**src/rtl/bnn_sequencer_if.sv**
```systemverilog
// Image-load handshake and image-buffer write bus for the BNN sequencer.
// The master side streams image bytes in; the slave side is the sequencer.
interface bnn_sequencer_if;
  logic       in_valid;
  logic [7:0] in_data;
  logic       in_ready;
  logic       load_we;
  logic [6:0] load_addr;
  logic [7:0] load_data;

  modport master (
    output in_valid,
    output in_data,
    input  in_ready,
    input  load_we,
    input  load_addr,
    input  load_data
  );

  modport slave (
    input  in_valid,
    input  in_data,
    output in_ready,
    output load_we,
    output load_addr,
    output load_data
  );
endinterface

```
**src/rtl/bnn_sequencer.sv**
```systemverilog
// Top-level phase sequencer for a three-layer binary neural network:
// clears the layers, loads one image, steps through the layers with a per-layer timeout.
module bnn_sequencer #(
  parameter int unsigned LOAD_BYTES     = 98,
  parameter int unsigned TIMEOUT_CYCLES = 4095
) (
  input  logic                 clk,
  input  logic                 rst_n,
  input  logic                 start,
  input  logic                 abort,
  input  logic                 l1_done,
  input  logic                 l2_done,
  input  logic                 l3_done,
  bnn_sequencer_if.slave       bus,
  output logic [2:0]           state,
  output logic                 layer_rst_n,
  output logic                 busy,
  output logic                 done,
  output logic                 error
);

  typedef enum logic [2:0] {
    S_IDLE    = 3'b000,
    S_LOAD    = 3'b001,
    S_LAYER_1 = 3'b010,
    S_LAYER_2 = 3'b011,
    S_LAYER_3 = 3'b100,
    S_DONE    = 3'b101,
    S_CLEAR   = 3'b110,
    S_ERR     = 3'b111
  } state_t;

  localparam logic [6:0]  LAST_BYTE   = 7'(LOAD_BYTES - 1);
  localparam logic [11:0] TIMEOUT_VAL = 12'(TIMEOUT_CYCLES);

  state_t      cur_state;
  state_t      nxt_state;
  logic [6:0]  byte_cnt;
  logic [6:0]  byte_cnt_nxt;
  logic [11:0] tmo_cnt;
  logic [11:0] tmo_cnt_nxt;
  logic        accept;
  logic        timed_out;
  logic        nxt_is_layer;

  assign accept    = (cur_state == S_LOAD) && bus.in_valid;
  assign timed_out = (tmo_cnt == TIMEOUT_VAL);

  always_ff @(posedge clk) begin
    if (!rst_n) begin
      cur_state <= S_IDLE;
      byte_cnt  <= '0;
      tmo_cnt   <= '0;
    end else begin
      cur_state <= nxt_state;
      byte_cnt  <= byte_cnt_nxt;
      tmo_cnt   <= tmo_cnt_nxt;
    end
  end

  always_comb begin
    nxt_state    = cur_state;
    byte_cnt_nxt = byte_cnt;
    tmo_cnt_nxt  = '0;
    nxt_is_layer = 1'b0;

    unique case (cur_state)
      S_IDLE: begin
        if (start) nxt_state = S_CLEAR;
      end
      S_CLEAR: begin
        nxt_state = S_LOAD;
      end
      S_LOAD: begin
        if (accept) begin
          if (byte_cnt == LAST_BYTE) begin
            byte_cnt_nxt = '0;
            nxt_state    = S_LAYER_1;
          end else begin
            byte_cnt_nxt = byte_cnt + 7'd1;
          end
        end
      end
      // Done flag is checked before the timeout so a simultaneous done wins.
      S_LAYER_1: begin
        if (l1_done)        nxt_state = S_LAYER_2;
        else if (timed_out) nxt_state = S_ERR;
      end
      S_LAYER_2: begin
        if (l2_done)        nxt_state = S_LAYER_3;
        else if (timed_out) nxt_state = S_ERR;
      end
      S_LAYER_3: begin
        if (l3_done)        nxt_state = S_DONE;
        else if (timed_out) nxt_state = S_ERR;
      end
      S_DONE, S_ERR: begin
        if (start) nxt_state = S_CLEAR;
      end
      default: nxt_state = S_IDLE;
    endcase

    if (abort) begin
      nxt_state    = S_IDLE;
      byte_cnt_nxt = '0;
    end

    // Timeout counter restarts at zero whenever a layer state is (re)entered.
    nxt_is_layer = (nxt_state == S_LAYER_1) || (nxt_state == S_LAYER_2) ||
                   (nxt_state == S_LAYER_3);
    if (nxt_is_layer && (nxt_state == cur_state))
      tmo_cnt_nxt = tmo_cnt + 12'd1;
  end

  assign state         = cur_state;
  assign layer_rst_n   = rst_n && (cur_state != S_CLEAR);
  assign bus.in_ready  = rst_n && (cur_state == S_LOAD);
  assign bus.load_we   = rst_n && accept;
  assign bus.load_addr = byte_cnt;
  assign bus.load_data = bus.in_data;

  assign busy  = rst_n && ((cur_state == S_CLEAR) || (cur_state == S_LOAD) ||
                           (cur_state == S_LAYER_1) || (cur_state == S_LAYER_2) ||
                           (cur_state == S_LAYER_3));
  assign done  = rst_n && (cur_state == S_DONE);
  assign error = rst_n && (cur_state == S_ERR);

endmodule

```
**src/flat_wrapper.sv**
```systemverilog
// flat-port wrapper written by rule: the top's interface ports become plain ports
module bnn_sequencer_flat 
#(
  parameter int unsigned LOAD_BYTES     = 98,
  parameter int unsigned TIMEOUT_CYCLES = 4095
)
  (clk, rst_n, start, abort, l1_done, l2_done, l3_done, state, layer_rst_n, busy, done, error, bus_in_valid, bus_in_data, bus_in_ready, bus_load_we, bus_load_addr, bus_load_data);
  bnn_sequencer_if bus_i ();
  input  logic clk;
  input  logic rst_n;
  input  logic start;
  input  logic abort;
  input  logic l1_done;
  input  logic l2_done;
  input  logic l3_done;
  output logic [2:0] state;
  output logic layer_rst_n;
  output logic busy;
  output logic done;
  output logic error;
  input wire logic [$bits(bus_i.in_valid)-1:0] bus_in_valid;
  input wire logic [$bits(bus_i.in_data)-1:0] bus_in_data;
  output wire logic [$bits(bus_i.in_ready)-1:0] bus_in_ready;
  output wire logic [$bits(bus_i.load_we)-1:0] bus_load_we;
  output wire logic [$bits(bus_i.load_addr)-1:0] bus_load_addr;
  output wire logic [$bits(bus_i.load_data)-1:0] bus_load_data;
  assign bus_i.in_valid = bus_in_valid;
  assign bus_i.in_data = bus_in_data;
  assign bus_in_ready = bus_i.in_ready;
  assign bus_load_we = bus_i.load_we;
  assign bus_load_addr = bus_i.load_addr;
  assign bus_load_data = bus_i.load_data;
  bnn_sequencer #(.LOAD_BYTES(LOAD_BYTES), .TIMEOUT_CYCLES(TIMEOUT_CYCLES)) u_core (.clk(clk), .rst_n(rst_n), .start(start), .abort(abort), .l1_done(l1_done), .l2_done(l2_done), .l3_done(l3_done), .bus(bus_i), .state(state), .layer_rst_n(layer_rst_n), .busy(busy), .done(done), .error(error));
endmodule
```
**config.mk**
```make
export PLATFORM = sky130hd
export DESIGN_NAME = bnn_sequencer_flat
export DESIGN_NICKNAME = d
export VERILOG_FILES = /design/src/rtl/bnn_sequencer_if.sv /design/src/rtl/bnn_sequencer.sv /design/src/flat_wrapper.sv
export SDC_FILE = /design/constraint.sdc
export NUM_CORES = 1
export LEC_CHECK = 0
export CAP_MARGIN = 40
export CORE_AREA = 2 2 60 51
export DETAILED_ROUTE_END_ITERATION = 10
export DIE_AREA = 0 0 62 53
export GPL_TIMING_DRIVEN = 0
export PLACE_DENSITY = 0.83
export SETUP_SLACK_MARGIN = 0.2
export SLEW_MARGIN = 5
export SYNTH_ARGS = -nofsm -noshare
export SYNTH_HDL_FRONTEND = slang
export SYNTH_SLANG_ARGS = --single-unit
```
**constraint.sdc**
```tcl
create_clock -name clk -period 4.35 [get_ports clk]
set_input_delay 0.6525 -clock clk [delete_from_list [all_inputs] [get_ports clk]]
set_output_delay 0.6525 -clock clk [all_outputs]
set_load 0.005 [all_outputs]
```
==> results of run 1 <==
-- state kept, by name, summed over array words and instances, names as in the netlist --
signal                flops
u_core.state              3
u_core.bus.load_addr      7
u_core.tmo_cnt           12
-- logic make-up (layout without fill, tap and decap cells) --
| family | count (synthesis) | count (layout) | synth area share, % |
|---|---|---|---|
| simple gates | 75 | 75 | 29.0 |
| compound gates | 25 | 25 | 12.9 |
| flops | 22 | 22 | 34.7 |
| buf+inv | 21 | 56 | 10.1 |
| xor+xnor | 15 | 15 | 10.3 |
| fa+ha+maj | 3 | 3 | 2.96 |
-- how the worst max path moves through the flow --
stage	to	slack, ns	depth (start not counted)
finish	done	1.71	4
floorplan	u_core.tmo_cnt[3]	2.54	6
detailed placement	done	1.71	4
global placement	done	1.77	4
global route	done	1.62	4
CTS	done	1.72	4
-- power by group --
group	switching, W	internal [W]	total [W]	leakage, nW
clock network	0.0000623	0.0000932	0.000155	0.0279
logic	0.0000248	0.0000321	0.0000570	0.378
registers	0.00000233	0.000203	0.000206	0.178
-- per-layer routing --
layer,global-route usage [%],vias up,share of wire (%),wire length (um)
met2,34.4,39,48,1430
li1,-,609,-,-
met4,7.45,0,1.1,32
met1,23.3,560,45,1330
met3,6.36,4,5.8,172
met5,0,-,0,0
-- synthesized netlist by cell type, types with 2 or more instances --
| library cell | n | area share, % |
|---|---|---|
| nor3b_1 | 2 | 1.2 |
| clkbuf_1 | 2 | 0.59 |
| xnor2_1 | 6 | 4.1 |
| o21ai_0 | 6 | 2.4 |
| and3_1 | 2 | 0.99 |
| o221ai_1 | 2 | 1.4 |
| nor3_1 | 4 | 1.6 |
| nand2b_1 | 2 | 0.99 |
| nand2_1 | 19 | 5.6 |
| inv_1 | 6 | 1.8 |
| xor2_1 | 9 | 6.2 |
| dfxtp_1 | 22 | 35 |
| nand3_1 | 4 | 1.6 |
| a21oi_1 | 7 | 2.8 |
| ha_1 | 3 | 3.0 |
| nand4_1 | 5 | 2.5 |
| buf_4 | 9 | 5.3 |
| nor2_1 | 27 | 8.0 |
| nor2b_1 | 2 | 0.99 |
| and2_1 | 2 | 0.99 |
| a31oi_1 | 3 | 1.5 |
| buf_6 | 2 | 1.8 |
-- cells in the final DEF (no fill, tap or decap), types with 2 or more instances in the layout --
cell type,n
clkdlybuf4s50_1,31
nor2_1,27
clkbuf_1,2
inv_1,6
and3_1,2
a21oi_1,7
buf_6,2
a31oi_1,3
nand2_1,19
o21ai_0,6
o221ai_1,2
nand2b_1,2
nor2b_1,2
ha_1,3
buf_4,9
xor2_1,9
nand4_1,5
and2_1,2
nor3_1,4
nor3b_1,2
xnor2_1,6
clkbuf_4,3
dfxtp_1,22
nand3_1,4
-- layout make-up --
cell class                      instances  area, um2
Fill cell                             231        978
Multi-Input combinational cell        118        701
Sequential cell                        22        440
Timing Repair Buffer                   31        310
Buffer                                 14        103
Tap cell                               38       47.5
Clock inverter                          1       30.0
Inverter                                7       26.3
Clock buffer                            3       22.5
-- through the flow --
step                instance area [um2]  power, W  hold WS (ns)  worst slack, ns  util (%)
floorplan                          1270  0.000239         0.417             2.54         -
global placement                   1630  0.000265         0.428             1.77      61.2
detailed placement                 1630  0.000266         0.435             1.71      61.2
CTS                                1680  0.000422         0.453             1.72      63.2
global route                       1680  0.000436         0.484             1.62      63.2
finish                             1680  0.000418         0.453             1.71      63.2
-- critical path: cells and delay by family (launching register included) --
family                 cells  cell delay (ns)
buffers and inverters      2             0.89
AND/OR/NAND/NOR            2             0.29
flip-flops                 1             0.51
==> metrics.txt, run 1 <==
Least-Margin Pin Slew between 0.4 and 0.5 ns; Crit. End Element output port; number of enable flip-flop cells after synthesis 0; die width 62 um; initial antenna violation count 0; non-filler instance count after layout between 200 and 250; mean post-synth cell area 7.89 um2; Placed Instances 230; Unique masters post-synth 37; Mapped Nets 180; Vias about 1200; Mapped Cells between 150 and 200; Synth Cell Area roughly 1300 um2; Port Buf Inserts 31; Routability Congestion around 0.9; part of the Yosys area used for sequential elements between 30% and 40%; die height 53 um; CP Max Fanout 10; TritonCTS clock tree done; Remaining Overflow, GRT 0; hold depth 1; Slowest cell on crit path clkdlybuf4s50_1; core area between 2000 and 3000 um2; Post-CTS Setup Inserts 0; status finished clean; Worst Path Arrival slightly below 2 ns; final worst-path cycle share 60.7%; Cell Chain, Critical Path clkbuf_1 > nand2_1 > nor3_1 > clkdlybuf4s50_1; largest net degree at the start of global routing 14; CTS root buf clkbuf_4; setup TNS 0 ns; Post-synth top flop dfxtp_1; CP startpoint kind register; Async SR Flop Fraction 0%; # rows 17; TritonRoute pass-1 iters 4; Tmin final around 2.6 ns; Hold Path End u_core.tmo_cnt[0]; RR Startpoint u_core.tmo_cnt[0]; Max-Cap Viols 0; Reg clk slew, reported paths roughly 0.12 ns; die footprint around 3300 um2; layout cell share with drive strength beyond 1 9.69%; Seq cells post-synth 22; R2R setup slack 2.44 ns; FF-to-FF End u_core.tmo_cnt[7]; critical path required time between 3 and 4 ns; worst reg2reg path depth 7; Max Clk Rate approximately 380 MHz; setup violators final 0; Antenna Diode Count 0; I/O pin count 40; Initial Util between 40 and 50%; Hold-fix buffers, CTS 0; insertion delay to the later sink of the worst-skew pair around 0.31 ns; worst hold path type reg2reg; Clock Skews roughly 0.0055 ns; area grow syn2layout 32.3%; CP startpoint u_core.state[2]; vias in the first global route approximately 1200; Routed WL per cell ~13 um; crit path kind reg2out; Max Slew Vio Count 0; Starting DRT DRC Count 69; final wirelength 2960 um; remaining antenna violation count after routing 0; Detail Placement HPWL about 2300 um; PwrDens between 200 and 250 nW/um2; post-DR vias/cell slightly above 5; first-pass GRT wire length ~5000 um; leak pwr approximately 0.58 nW; fin nets 216; CTS max path bufs 2; CP peak stage delay roughly 0.53 ns; PostCTS Resize Cnt 0; RSZ-0062 raised after global routing false; clock sink count 22; H-tree levels 1; final hold viol count 0; # DRC 0; VDD IR-drop max 0.193 mV; HP Start u_core.tmo_cnt[0]; relative slew slack 69.8%; TritonCTS buffer count 3; Yosys warning total 0; total track usage 20.2%
Power figures use the tool's default switching activity.
==> run 2, diff against run 1 <==
--- a/config.mk
+++ b/config.mk
@@ -6,11 +6,11 @@
 export NUM_CORES = 1
 export LEC_CHECK = 0
 export CAP_MARGIN = 40
-export CORE_AREA = 2 2 60 51
+export CORE_AREA = 2 2 62 52
 export DETAILED_ROUTE_END_ITERATION = 10
-export DIE_AREA = 0 0 62 53
+export DIE_AREA = 0 0 64 54
 export GPL_TIMING_DRIVEN = 0
-export PLACE_DENSITY = 0.83
+export PLACE_DENSITY = 0.79
 export SETUP_SLACK_MARGIN = 0.2
 export SLEW_MARGIN = 5
 export SYNTH_ARGS = -nofsm -noshare
==> constraint.sdc (replaced) <==
create_clock -name clk -period 2.5 [get_ports clk]
set_input_delay 0.375 -clock clk [delete_from_list [all_inputs] [get_ports clk]]
set_output_delay 0.375 -clock clk [all_outputs]
set_load 0.005 [all_outputs]
==> run 2 against run 1 <==
  * Via count shrank 0.91%
  * Worst setup slack lost 1.3 ns
  * Final cell count grew 0.85%
  * Clock power grew 75%
  * Critical path type unchanged
  * Sequential cell count is the same
  * Sequential power grew 74%
  * Combinational power grew 73%
  * Non-clock buffer count is the same
  * Critical path depth is the same
  * First-iteration DRC count shrank 52%
==> metrics.txt, run 2 (same netlist as run 1, synthesis figures left out) <==
status finished clean; layout cell share with drive strength beyond 1 between 10% and 20%; area grow syn2layout 32.9%; Switching Share around a fifth; worst hold path type reg2reg; relative slew slack a little over 70%; setup violators final 0; non-filler instance count after layout approximately 240; crit path kind reg2out; hold depth 1; Int Pwr about 0.00057 W; Remaining Overflow, GRT 0; VDD IR-drop max around 0.2 mV; die footprint ~3500 um2; Antenna Diode Count 0; Port Buf Inserts 31; Psw approximately 0.00016 W; initial antenna violation count 0; Starting DRT DRC Count 33; core area ~2900 um2; H-tree levels 1; Biggest register u_core.tmo_cnt; Power, Total 0.000728 W; Initial Util 43.7%; Hold-fix buffers, CTS 0; HP Start u_core.tmo_cnt[0]; # DRC 0; Clock Skews 0.00631 ns; vias in the first global route 1034; TritonRoute pass-1 iters 4; RR Startpoint u_core.tmo_cnt[0]; TritonCTS clock tree done; first-pass GRT wire length around 4500 um; Max Slew Vio Count 0; Multi-input gate area 701 um2; final worst-path cycle share a little under nine tenths; Placed Instances roughly 230; final wirelength approximately 2800 um; Crit. End Element output port; insertion delay to the later sink of the worst-skew pair between 0.3 and 0.4 ns; CP startpoint kind register; Cell Chain, Critical Path inv_2 > nor3_1 > and3_1 > clkdlybuf4s50_1; RSZ-0062 raised after global routing false; TritonCTS buffer count 3; CTS root buf clkbuf_4; total track usage roughly 16%; Vias between 1000 and 1500; R2R setup slack between 0.5 and 0.6 ns; FF+latch area between 400 and 500 um2; die width ~64 um; PwrDens ~430 nW/um2; clock sink count 22; post-DR vias/cell ~5; I/O pin count 40; Slowest cell on crit path clkdlybuf4s50_1; leak pwr between 0.5 and 0.6 nW; Max-Cap Viols 0; layout filler cell count ~280; remaining antenna violation count after routing 0; Hold Path End u_core.tmo_cnt[0]; combinational power share 13.5%; most frequent cells in the layout 31 x clkdlybuf4s50_1, 27 x nor2_1, 20 x dfxtp_1; setup TNS 0 ns; commonest non-fill, non-tap cell in the layout clkdlybuf4s50_1; # rows 18; CP delay by family, top buffers and inverters; final hold viol count 0; Buf+Inv Stages, Crit Path 2; Sequential Power Share between 40% and 50%; Worst Path Arrival around 1.8 ns; Tmin final about 2.1 ns; fin nets around 220; CP Max Fanout 9; Reg clk slew, reported paths ~0.13 ns; Post-CTS Setup Inserts 0; critical path required time between 2 and 2.5 ns; CTS max path bufs 2; clock power share between 30% and 40%; largest net degree at the start of global routing 14; Max Clk Rate between 400 and 500 MHz; FF-to-FF End u_core.tmo_cnt[3]; Detail Placement HPWL approximately 2100 um; CP peak stage delay ~0.5 ns; max reg flops 12; Routed WL per cell around 12 um; die height roughly 54 um; worst reg2reg path depth 7; Least-Margin Pin Slew 0.407 ns; Routability Congestion 0.864
run 2: power by group through the flow:
stage               registers [W]  clock network (W)   logic, W
global placement         0.000366                  0  0.0000971
floorplan                0.000365                  0  0.0000515
CTS                      0.000358           0.000275  0.0000984
detailed placement       0.000365                  0  0.0000977
finish                   0.000358           0.000271  0.0000986
global route             0.000359           0.000287   0.000106
run 2: how the worst max path moves through the flow:
stage                      start                 to  slack [ns]  cells after the start
3_5_place_dp             l3_done  u_core.tmo_cnt[6]        0.35                      7
4_1_cts          u_core.state[2]               done        0.27                      4
3_3_place_gp             l3_done  u_core.tmo_cnt[7]        0.38                      7
6_report         u_core.state[0]        bus_load_we        0.37                      4
2_1_floorplan  u_core.tmo_cnt[0]  u_core.tmo_cnt[3]        0.80                      7
5_1_grt          u_core.state[1]        layer_rst_n        0.27                      5
run 2: final cells by class:
| type | instances | share of cell area (%) |
|---|---|---|
| plain buffers | 14 | 6.23 |
| clock buffers | 3 | 1.33 |
| clock inverters | 1 | 1.78 |
| inverters | 7 | 1.56 |
| multi-input cells | 118 | 41.5 |
| flip-flops and latches | 22 | 26.2 |
| well taps | 40 | 2.97 |
| repair buffers | 31 | 18.4 |
run 2: routing by layer:
metal / track usage, % / vias to the layer above / share of wire, %
met5: 0 / - / 0
met4: 4.35 / 0 / 0.67
met3: 1.67 / 2 / 3.7
met2: 29.0 / 27 / 45
met1: 21.9 / 561 / 50
li1: - / 611 / -
run 2: timing repair:
| action | 4_1_cts | 5_1_grt |
|---|---|---|
| setup endpoints to repair | 2 | 3 |
| pin swaps | 0 | 0 |
| gates resized for setup | 2 | 2 |
run 2: stage by stage:
step                      worst slack [ns]  utilization (%)  instance area, um2  hold slack, ns
after global placement               0.376             56.1                1630           0.428
after global routing                 0.268             58.1                1690           0.477
after CTS                            0.272             58.0                1690           0.457
after floorplan                      0.803                -                1270           0.417
final                                0.373             58.1                1690           0.452
after detailed placement             0.350             56.1                1630           0.437
run 2: worst reg2reg max path: cells and delay by family, from the launching register on:
kind | cells | cell delay [ns]
AOI/OAI and AO/OA | 2 | 0.60
adders and majority gates | 1 | 0.21
buffers and inverters | 1 | 0.19
DFF | 1 | 0.37
and+or+nand+nor | 3 | 0.48
